`config.mk`:
```
export PLATFORM = sky130hd
export DESIGN_NAME = acq_stream_ctrl_flat
export DESIGN_NICKNAME = d
export VERILOG_FILES = /design/src/rtl/acq_stream_ctrl_pkg.sv /design/src/rtl/acq_stream_ctrl_if.sv /design/src/rtl/acq_stream_ctrl_src_mux.sv /design/src/rtl/acq_stream_ctrl.sv /design/src/flat_wrapper.sv
export SDC_FILE = /design/constraint.sdc
export NUM_CORES = 1
export LEC_CHECK = 0
export BUFFER_PORTS_ARGS = -buffer_cell sky130_fd_sc_hd__buf_2
export CAP_MARGIN = 20
export CORE_MARGIN = 2
export CORE_UTILIZATION = 30
export DETAILED_ROUTE_END_ITERATION = 7
export PLACE_DENSITY = 0.58
export SETUP_SLACK_MARGIN = 0.4
export SLEW_MARGIN = 40
export SYNTH_ARGS = -nofsm -noshare
export SYNTH_HDL_FRONTEND = slang
export SYNTH_SLANG_ARGS = --single-unit
```
`constraint.sdc`:
```
create_clock -name clk -period 3.08 [get_ports clk]
set_input_delay 0.616 -clock clk [delete_from_list [all_inputs] [get_ports clk]]
set_output_delay 0.616 -clock clk [all_outputs]
set_load 0.01 [all_outputs]
```
`src/rtl/acq_stream_ctrl_pkg.sv`:
```
// Shared types and constants for the acquisition frame scheduler.
package acq_pkg;

    // Scheduler states: waiting for start, waiting for FIFO room for the
    // header, and streaming sample pairs.
    typedef enum logic [1:0] {
        IDLE   = 2'd0,
        ARM    = 2'd1,
        STREAM = 2'd2
    } acq_state_e;

    // Source-pair selection, written into the header so the host knows
    // what each channel carries.
    typedef enum logic [1:0] {
        MODE_ADC_ADC    = 2'd0,
        MODE_ADC1_CONVA = 2'd1,
        MODE_ADC2_CONVB = 2'd2,
        MODE_CONV_CONV  = 2'd3
    } acq_mode_e;

    localparam logic [3:0] HDR_TAG = 4'hA;
    localparam int         HDR_W   = 16;

    // Header word: tag, mode of the frame that follows, low frame count bits.
    function automatic logic [HDR_W-1:0] make_header(input acq_mode_e  mode,
                                                     input logic [9:0] frame_lsb);
        return {HDR_TAG, mode, frame_lsb};
    endfunction

endpackage

```
`src/rtl/acq_stream_ctrl_if.sv`:
```
// Write side of the two Ethernet FIFOs as seen by the frame scheduler.
interface acq_stream_ctrl_if #(
    parameter int DATA_W = 16
);
    logic [DATA_W-1:0] fifo_din_a;
    logic [DATA_W-1:0] fifo_din_b;
    logic              fifo_wr_a;
    logic              fifo_wr_b;
    logic              fifo_full_a;
    logic              fifo_full_b;

    // Scheduler side: drives data and enables, watches the full flags.
    modport master (
        output fifo_din_a,
        output fifo_din_b,
        output fifo_wr_a,
        output fifo_wr_b,
        input  fifo_full_a,
        input  fifo_full_b
    );

    // FIFO side: accepts writes, reports full.
    modport slave (
        input  fifo_din_a,
        input  fifo_din_b,
        input  fifo_wr_a,
        input  fifo_wr_b,
        output fifo_full_a,
        output fifo_full_b
    );
endinterface

```
`src/rtl/acq_stream_ctrl_src_mux.sv`:
```
// Combinational 4-way selection of the channel A/B sample pair.
module acq_src_mux
    import acq_pkg::*;
#(
    parameter int DATA_W = 16
) (
    input  acq_mode_e         mode_i,
    input  logic [DATA_W-1:0] adc_a_i,
    input  logic [DATA_W-1:0] adc_b_i,
    input  logic [DATA_W-1:0] conv_a_i,
    input  logic [DATA_W-1:0] conv_b_i,
    output logic [DATA_W-1:0] pair_a_o,
    output logic [DATA_W-1:0] pair_b_o
);

    // Pick the pair for the active mode; ADC1 is always on A when it is used.
    always_comb begin
        pair_a_o = adc_a_i;
        pair_b_o = adc_b_i;
        case (mode_i)
            MODE_ADC_ADC: begin
                pair_a_o = adc_a_i;
                pair_b_o = adc_b_i;
            end
            MODE_ADC1_CONVA: begin
                pair_a_o = adc_a_i;
                pair_b_o = conv_a_i;
            end
            MODE_ADC2_CONVB: begin
                pair_a_o = adc_b_i;
                pair_b_o = conv_b_i;
            end
            MODE_CONV_CONV: begin
                pair_a_o = conv_a_i;
                pair_b_o = conv_b_i;
            end
            default: begin
                pair_a_o = adc_a_i;
                pair_b_o = adc_b_i;
            end
        endcase
    end

endmodule

```
`src/rtl/acq_stream_ctrl.sv`:
```
// Frame scheduler: header + FRAME_LEN sample pairs per frame into two
// word-aligned FIFOs, with frame and overflow counters.
module acq_stream_ctrl #(
    parameter int FRAME_LEN = 255,
    parameter int DATA_W    = 16
) (
    input  logic              clk,
    input  logic              rst,
    input  logic              start,
    input  logic              cfg_valid,
    input  logic [1:0]        cfg_mode,
    input  logic              smp_stb,
    input  logic [DATA_W-1:0] adc_a,
    input  logic [DATA_W-1:0] adc_b,
    input  logic [DATA_W-1:0] conv_a,
    input  logic [DATA_W-1:0] conv_b,
    acq_stream_ctrl_if.master fifo,
    output logic [15:0]       frame_cnt,
    output logic [7:0]        ovf_cnt,
    output logic              busy
);
    import acq_pkg::*;

    localparam int               CNT_W    = $clog2(FRAME_LEN + 1);
    localparam logic [CNT_W-1:0] LAST_IDX = CNT_W'(FRAME_LEN - 1);

    acq_state_e        state_q, state_d;
    acq_mode_e         mode_pend_q, mode_pend_d;
    acq_mode_e         mode_act_q, mode_act_d;
    logic [CNT_W-1:0]  smp_cnt_q, smp_cnt_d;
    logic [15:0]       frame_cnt_q, frame_cnt_d;
    logic [7:0]        ovf_cnt_q, ovf_cnt_d;
    logic              busy_q, busy_d;
    logic              wr_q, wr_d;
    logic [DATA_W-1:0] din_a_q, din_a_d;
    logic [DATA_W-1:0] din_b_q, din_b_d;

    logic              any_full;
    logic [DATA_W-1:0] pair_a, pair_b;
    logic [DATA_W-1:0] hdr_word;

    // Both channels are gated by either full flag so they never drift apart.
    assign any_full = fifo.fifo_full_a | fifo.fifo_full_b;
    assign hdr_word = DATA_W'(make_header(mode_pend_q, frame_cnt_q[9:0]));

    acq_src_mux #(
        .DATA_W (DATA_W)
    ) u_src_mux (
        .mode_i   (mode_act_q),
        .adc_a_i  (adc_a),
        .adc_b_i  (adc_b),
        .conv_a_i (conv_a),
        .conv_b_i (conv_b),
        .pair_a_o (pair_a),
        .pair_b_o (pair_b)
    );

    // Next-state and registered-output decisions for header/sample writes.
    always_comb begin
        state_d     = state_q;
        mode_pend_d = cfg_valid ? acq_mode_e'(cfg_mode) : mode_pend_q;
        mode_act_d  = mode_act_q;
        smp_cnt_d   = smp_cnt_q;
        frame_cnt_d = frame_cnt_q;
        ovf_cnt_d   = ovf_cnt_q;
        wr_d        = 1'b0;
        din_a_d     = din_a_q;
        din_b_d     = din_b_q;

        case (state_q)
            IDLE: begin
                if (start) begin
                    state_d = ARM;
                end
            end
            ARM: begin
                // Strobes here are deliberately ignored: no frame is open yet.
                if (!any_full) begin
                    wr_d       = 1'b1;
                    din_a_d    = hdr_word;
                    din_b_d    = hdr_word;
                    mode_act_d = mode_pend_q;
                    smp_cnt_d  = '0;
                    state_d    = STREAM;
                end
            end
            STREAM: begin
                if (smp_stb) begin
                    if (any_full) begin
                        if (ovf_cnt_q != 8'hFF) begin
                            ovf_cnt_d = ovf_cnt_q + 8'd1;
                        end
                    end else begin
                        wr_d      = 1'b1;
                        din_a_d   = pair_a;
                        din_b_d   = pair_b;
                        smp_cnt_d = smp_cnt_q + 1'b1;
                        // Frame only closes on a real write; start is checked
                        // here so a dropped start never truncates a frame.
                        if (smp_cnt_q == LAST_IDX) begin
                            frame_cnt_d = frame_cnt_q + 16'd1;
                            state_d     = start ? ARM : IDLE;
                        end
                    end
                end
            end
            default: begin
                state_d = IDLE;
            end
        endcase

        busy_d = (state_d != IDLE);
    end

    // State, counters and output registers; reset abandons any open frame.
    always_ff @(posedge clk or posedge rst) begin
        if (rst) begin
            state_q     <= IDLE;
            mode_pend_q <= MODE_ADC_ADC;
            mode_act_q  <= MODE_ADC_ADC;
            smp_cnt_q   <= '0;
            frame_cnt_q <= '0;
            ovf_cnt_q   <= '0;
            busy_q      <= 1'b0;
            wr_q        <= 1'b0;
            din_a_q     <= '0;
            din_b_q     <= '0;
        end else begin
            state_q     <= state_d;
            mode_pend_q <= mode_pend_d;
            mode_act_q  <= mode_act_d;
            smp_cnt_q   <= smp_cnt_d;
            frame_cnt_q <= frame_cnt_d;
            ovf_cnt_q   <= ovf_cnt_d;
            busy_q      <= busy_d;
            wr_q        <= wr_d;
            din_a_q     <= din_a_d;
            din_b_q     <= din_b_d;
        end
    end

    assign fifo.fifo_wr_a  = wr_q;
    assign fifo.fifo_wr_b  = wr_q;
    assign fifo.fifo_din_a = din_a_q;
    assign fifo.fifo_din_b = din_b_q;
    assign frame_cnt       = frame_cnt_q;
    assign ovf_cnt         = ovf_cnt_q;
    assign busy            = busy_q;

endmodule

```
`src/flat_wrapper.sv`:
```
// flat-port wrapper written by rule: the top's interface ports become plain ports
module acq_stream_ctrl_flat import acq_pkg::*;
#(
    parameter int FRAME_LEN = 255,
    parameter int DATA_W    = 16
)
  (clk, rst, start, cfg_valid, cfg_mode, smp_stb, adc_a, adc_b, conv_a, conv_b, frame_cnt, ovf_cnt, busy, fifo_fifo_din_a, fifo_fifo_din_b, fifo_fifo_wr_a, fifo_fifo_wr_b, fifo_fifo_full_a, fifo_fifo_full_b);
  acq_stream_ctrl_if #(.DATA_W(DATA_W)) fifo_i ();
  input  logic clk;
  input  logic rst;
  input  logic start;
  input  logic cfg_valid;
  input  logic [1:0] cfg_mode;
  input  logic smp_stb;
  input  logic [DATA_W-1:0] adc_a;
  input  logic [DATA_W-1:0] adc_b;
  input  logic [DATA_W-1:0] conv_a;
  input  logic [DATA_W-1:0] conv_b;
  output logic [15:0] frame_cnt;
  output logic [7:0] ovf_cnt;
  output logic busy;
  output wire logic [$bits(fifo_i.fifo_din_a)-1:0] fifo_fifo_din_a;
  output wire logic [$bits(fifo_i.fifo_din_b)-1:0] fifo_fifo_din_b;
  output wire logic [$bits(fifo_i.fifo_wr_a)-1:0] fifo_fifo_wr_a;
  output wire logic [$bits(fifo_i.fifo_wr_b)-1:0] fifo_fifo_wr_b;
  input wire logic [$bits(fifo_i.fifo_full_a)-1:0] fifo_fifo_full_a;
  input wire logic [$bits(fifo_i.fifo_full_b)-1:0] fifo_fifo_full_b;
  assign fifo_fifo_din_a = fifo_i.fifo_din_a;
  assign fifo_fifo_din_b = fifo_i.fifo_din_b;
  assign fifo_fifo_wr_a = fifo_i.fifo_wr_a;
  assign fifo_fifo_wr_b = fifo_i.fifo_wr_b;
  assign fifo_i.fifo_full_a = fifo_fifo_full_a;
  assign fifo_i.fifo_full_b = fifo_fifo_full_b;
  acq_stream_ctrl #(.FRAME_LEN(FRAME_LEN), .DATA_W(DATA_W)) u_core (.clk(clk), .rst(rst), .start(start), .cfg_valid(cfg_valid), .cfg_mode(cfg_mode), .smp_stb(smp_stb), .adc_a(adc_a), .adc_b(adc_b), .conv_a(conv_a), .conv_b(conv_b), .fifo(fifo_i), .frame_cnt(frame_cnt), .ovf_cnt(ovf_cnt), .busy(busy));
endmodule
```
==> metrics.txt, run 1 <==
Layout Nets 607; Hold Crit Class input pin to async pin; vias per cell 4.708; register area share after synthesis 48.13%; Synth cell types 42; DIE WIDTH 115.7 µm; Starting Density 30.91%; core area 12110 µm²; EDFF count, synth 0; total track usage 15.68%; Slowest cell on crit path or3_1; Critical path destination u_core.frame_cnt[11]; die height 115.7 µm; DP Wirelength 7799 µm; Fin. Hold Viols 0; CP cell instances inv_1, ha_1, nand4bb_1, or3_1, nor3_1, xor2_1; Max-Slew Margin vs Limit 58.02%; # resized after CTS 0; RSZ-0062 raised after global routing no; design area 4895 µm²; first-pass GRT wire length 16330 µm; asr flop ratio synth 100.0%; largest net degree at the start of global routing 62; FF+latch count, synth 72; internal power 2063 µW; Die Area 13390 µm²; top-count cell post-synth dfrtp_1; CTS HTree Levels 3; clock-pin slew on the worst setup and hold paths 0.06 ns; main flop type after synthesis dfrtp_1; launching point of the worst reg2reg path u_core.state_q[0]; Crit path arrival time 2.52 ns; CP required 3.33 ns; Synth Area per Inst 9.430 µm²; root buffer cell clkbuf_16; Pleak 0.002462 µW; share of the synthesized area in the top cell type 48.13%; leading post-synthesis cells by cell area dfrtp_1 (48%), nand2_1 (6.3%), mux2i_1 (5.1%); Sequential Power Share 40.9%; DR DRC count 0; IO Pins 132; Worst setup EP type flip-flop; DR iter-0 viols 132; Area after DPL 4607 µm²; post-synth top area cell dfrtp_1; antenna cells 0; Peak VDD IR 0.2384 mV; routability cong. 0.7389; # hold bufs at CTS 0; row cnt 40; CP Max Fanout 7; pwr/cell area 656.0 nW/µm²; post-CTS setup buffers 0; worst skew pair latency 0.33 ns; minimum clock period 2.274 ns; total grt overflow 0; Design Power 3211 µW; fin. max-slew vios 0; syn_nets 478; CP Class flip-flop to flip-flop; FF-to-FF setup slack 0.81 ns; drt total wl 10310 µm; r2r worst-path depth 6; total number of vias 3291; vias in the first global route 3257; fmax 0.4398 GHz; CTS tree built; clock sink count 72; switching power total 1148 µW; Synth Cell Area 3744 µm²; Routed Antenna Nets 0; CP peak stage delay 0.61 ns; final worst path period share 73.82%; Clock Power Share 31.2%; logic gate share of total power 27.9%; Num CTS Buffers 9; Worst-Margin Slew 0.6290 ns; reg2reg end u_core.frame_cnt[11]; yosys warns 0; worst slack, placed 0.7203 ns; Worst Path Buf+Inv 1; synth cell count leaders dfrtp_1 (72), nand2_1 (63), o21ai_0 (37); DRT Pass-1 Iters 5; share of cells above drive strength 1 32.58%; initial antenna violation count 0; startpoint types flip-flop; DR WL/cell 14.75 µm; Worst Setup SP u_core.state_q[0]; CTS Buffer Depth 2; Layout area overhead 30.75%; post-route setup slack 0.8064 ns; # setup viols final 0; total negative slack 0 ns; CP delay by family, top simple AND/OR/NAND/NOR gates; Port Buffers 131; status finished, final reports clean; switching share of power 35.76%; final clock skew 0.006871 ns; Syn Inst Count 397; stages on the worst setup path 6; MaxCap Viol Count 0
## metrics by stage
step | hold slack (ns) | std cells | utilization [%]
2_1_floorplan | 0.4723 | 397 | -
3_3_place_gp | 0.4615 | 682 | 37.89
3_5_place_dp | 0.4705 | 683 | 38.04
4_1_cts | 0.4456 | 699 | 40.40
5_1_grt | 0.3905 | 699 | 40.41
6_report | 0.3409 | 699 | 40.41
## cells in the final DEF (no fill, tap or decap), types with 2 or more instances in the layout
cell type   netlist  layout
buf_2             3     131
dfrtp_1          72      71
nand2_1          63      63
o21ai_0          37      37
a21oi_1          35      35
nor2_1           28      27
mux2i_1          19      19
xnor2_1          17      17
xor2_1           11      11
inv_1            11      10
nor3_1           10      10
clkbuf_16         0       9
nand4_1           8       8
nand3_1           8       8
ha_1              8       8
buf_4             2       8
mux2_2            7       7
nor2b_1           7       7
a211oi_1          6       6
a22oi_1           4       4
and4_1            3       3
inv_6             0       3
and3_1            2       2
clkinvlp_4        0       2
## worst min path at each step
| stage | cells after the start | to | from | slack (ns) |
|---|---|---|---|---|
| after detailed placement | 2 | u_core.fifo.fifo_din_a[5] | u_core.fifo.fifo_din_a[5] | 0.47 |
| after global placement | 2 | u_core.fifo.fifo_din_b[6] | u_core.fifo.fifo_din_b[6] | 0.46 |
| after CTS | 2 | u_core.ovf_cnt[2] | rst | 0.45 |
| after global routing | 2 | u_core.ovf_cnt[2] | rst | 0.39 |
| after floorplan | 2 | u_core.fifo.fifo_din_a[10] | u_core.mode_pend_q[0] | 0.47 |
| final | 2 | u_core.ovf_cnt[2] | rst | 0.34 |
## worst reg2reg max path: cells and delay by family, from the launching register on
kind	cells	cell delay, ns
flops	1	0.41
simple gates	3	1.22
xor+xnor	1	0.18
buf+inv	1	0.12
fa+ha+maj	1	0.26
## flip-flops by register name, summed over array words and instances, names as in the netlist
name	cells
u_core.frame_cnt	16
u_core.state_q	2
u_core.fifo.fifo_wr_a	1
u_core.smp_cnt_q	8
u_core.busy	1
u_core.mode_act_q	2
u_core.fifo.fifo_din_b	16
u_core.fifo.fifo_din_a	16
u_core.ovf_cnt	8
u_core.mode_pend_q	2
## kinds of logic (layout without fill, tap and decap cells)
| logic type | Yosys count | count (layout) | share of synthesized area [%] |
|---|---|---|---|
| AND/OR/NAND/NOR | 138 | 138 | 17.61 |
| adder cells (fa/ha/maj) | 8 | 8 | 2.674 |
| flip-flops | 72 | 72 | 48.13 |
| AO/OA/AOI/OAI | 92 | 92 | 14.04 |
| buffers and inverters | 33 | 167 | 3.810 |
| multiplexers | 26 | 26 | 7.186 |
| XOR/XNOR | 28 | 28 | 6.551 |
## cell type report
cell class | count | area, µm²
clock buffer | 9 | 225.2
clock inverter | 7 | 61.31
fill | 1265 | 7217
inverter | 11 | 42.54
multi-input combinational | 292 | 1819
sequential | 72 | 1805
tap | 168 | 210.2
timing repair buffer | 140 | 730.7
## metal layers
metal | track usage [%] | routed length [µm] | share of wire (%)
met5 | 0 | 0 | 0
met3 | 4.289 | 679 | 6.6
met2 | 25.19 | 4774 | 46
met1 | 20.90 | 4749 | 46
met4 | 4.444 | 104 | 1.0
## power by group through the flow
stage	Sequential [µW]	Combinational [µW]	Clock, µW
final	1310	896	1000
after global routing	1350	1020	1070
after CTS	1320	910	1030
after detailed placement	1340	907	0
after global placement	1330	879	0
after floorplan	1230	661	0
(Power assumes the default switching activity.)
==> inputs of run 2 (changes only) <==
- PLACE_DENSITY: 0.58 -> 0.6
- clock period: 3.08 -> 2 ns (I/O delays scaled with it)
==> run 2 against run 1 <==
Via count is 7.7% higher. Cell count is 6.3% higher. Total power up 66%. Core utilization is 5.8 points higher. First-iteration DRC count up 14%. Maximum frequency increased by 22%. Critical path type unchanged. Critical endpoint is now u_core.smp_cnt_q[7]. Largest power group unchanged.
==> metrics.txt, run 2 (same netlist as run 1, synthesis figures left out) <==
CP Class flip-flop to flip-flop; Pleak 0.002883 µW (+17%); Max-Slew Margin vs Limit 59.29% (+1.3 points); Inst Count DP 696 (+1.9%); row cnt 40 (unchanged); commonest cells after routing, fill and taps aside buf_2 (131), dfrtp_1 (69), nand2_1 (59); DR WL/cell 14.97 µm (+1.5%); worst skew pair latency 0.33 ns (about the same); reg2reg end u_core.smp_cnt_q[7]; MaxCap Viol Count 0 (unchanged); Die Area 13390 µm² (unchanged); total number of vias 3545 (+7.7%); DIE WIDTH 115.7 µm (unchanged); CTS HTree Levels 3 (unchanged); Area after DPL 4803 µm² (+4.3%); fin. max-slew vios 0 (unchanged); r2r worst-path depth 5 (-1); CTS Buffer Depth 2 (unchanged); die height 115.7 µm (unchanged); FF-to-FF setup slack 0.13 ns (-0.67 ns); IO Pins 132 (unchanged); clock-pin slew on the worst setup and hold paths 0.06 ns (about the same); Crit path arrival time 2.09 ns (-0.43 ns); pwr/cell area 953.6 nW/µm² (+45%); DR DRC count 0 (unchanged); Routed Antenna Nets 0 (unchanged); final worst path period share 93.42% (+20 points); vias in the first global route 3441 (+5.6%); minimum clock period 1.868 ns (-0.4051 ns); design area 5599 µm² (+14%); DRT Pass-1 Iters 4 (-1); initial antenna violation count 0 (unchanged); routability cong. 0.8043 (+8.9%); Worst-Margin Slew 0.6094 ns (-0.01960 ns); Starting Density 30.91% (unchanged); Fin. Hold Viols 0 (unchanged); vias per cell 4.771 (+1.3%); antenna cells 0 (unchanged); Peak VDD IR 0.6171 mV (+160%); final clock skew 0.006087 ns (-0.0007844 ns); startpoint types flip-flop; CP required 2.22 ns (-1.11 ns); total negative slack 0 ns (unchanged); total track usage 16.21% (+0.54 points); # setup viols final 0 (unchanged); Num CTS Buffers 9 (unchanged); CTS tree built; Worst setup EP type flip-flop; largest net degree at the start of global routing 46 (-26%); non-filler cells, final 743 (+6.3%); first-pass GRT wire length 16710 µm (+2.4%); Layout Nets 651 (+7.2%); DR iter-0 viols 150 (+14%); clock sink count 72 (unchanged); core area 12110 µm² (unchanged); commonest non-fill, non-tap cell in the layout buf_2; root buffer cell clkbuf_16; RSZ-0062 raised after global routing yes; Layout area overhead 49.57%; Port Buffers 131 (unchanged); Hold Crit Class input pin to async pin; CP Max Fanout 6 (-1); status finished, final reports clean; share of cells above drive strength 1 44.00% (+11 points); launching point of the worst reg2reg path u_core.state_q[1]; total grt overflow 0 (unchanged); DP Wirelength 8000 µm (+2.6%); drt total wl 11120 µm (+7.9%); Layout fillers 1177 (-7.0%); fmax 0.5352 GHz (+22%)
## run 2: area by class of cell
cell class	count	area, µm²	area share [%]
clock inverter	6	67.56	1.207
sequential	72	1805	32.25
timing repair buffer	184	1169	20.87
tap	168	210.2	3.754
multi-input combinational	292	2073	37.03
clock buffer	10	229.0	4.089
inverter	11	45.04	0.8045
## run 2: timing repair
item / CTS / global route
setup endpoints to repair: 55 / 61
gates resized for setup: 20 / 32
hold buffers: 0 / 0
pin swaps: 13 / 18
buffers inserted: 13 / 18
## run 2: power by group
| part | internal (µW) | leakage, µW | switching, µW | total, µW |
|---|---|---|---|---|
| logic | 850 | 0.00179 | 970 | 1820 |
| clock network | 970 | 0.000139 | 635 | 1600 |
| registers | 1680 | 0.000954 | 240 | 1920 |
| total | 3500 | 0.00288 | 1840 | 5340 |
## run 2: worst max-delay path by stage
stage / startpoint / to / slack (ns) / cells after the start
after floorplan: u_core.state_q[0] / u_core.frame_cnt[15] / 0.16 / 8
after global placement: u_core.state_q[1] / u_core.smp_cnt_q[7] / 0.16 / 6
after global routing: u_core.state_q[1] / u_core.smp_cnt_q[7] / 0.08 / 6
after CTS: u_core.state_q[1] / u_core.smp_cnt_q[7] / 0.20 / 5
after detailed placement: u_core.state_q[1] / u_core.smp_cnt_q[7] / 0.11 / 6
final: u_core.state_q[1] / u_core.smp_cnt_q[7] / 0.13 / 5
## run 2: worst max-delay path, stage by stage (launching register included)
cell and delay, ns:
dfrtp_2 0.44, ha_4 0.20, or4b_4 0.53, a2111oi_4 0.35, xnor2_1 0.18, nor2_1 0.06
## run 2: metrics by stage
stage / util [%] / power [µW] / hold slack (ns) / setup slack [ns]
CTS: 43.89 / 5292 / 0.1459 / 0.2009
floorplan: - / 2947 / 0.4723 / 0.1641
global route: 46.23 / 5662 / 0.1698 / 0.08386
global placement: 39.66 / 3547 / 0.4616 / 0.1644
finish: 46.23 / 5339 / 0.1339 / 0.1315
detailed placement: 39.66 / 3604 / 0.4719 / 0.1112
## run 2: routing by layer
layer | vias up | track usage (%) | wire (µm)
met3 | 15 | 5.126 | 810
met1 | 1688 | 19.47 | 4735
met2 | 105 | 28.03 | 5418
met5 | - | 0 | 0
met4 | 0 | 4.683 | 155
li1 | 1737 | - | -
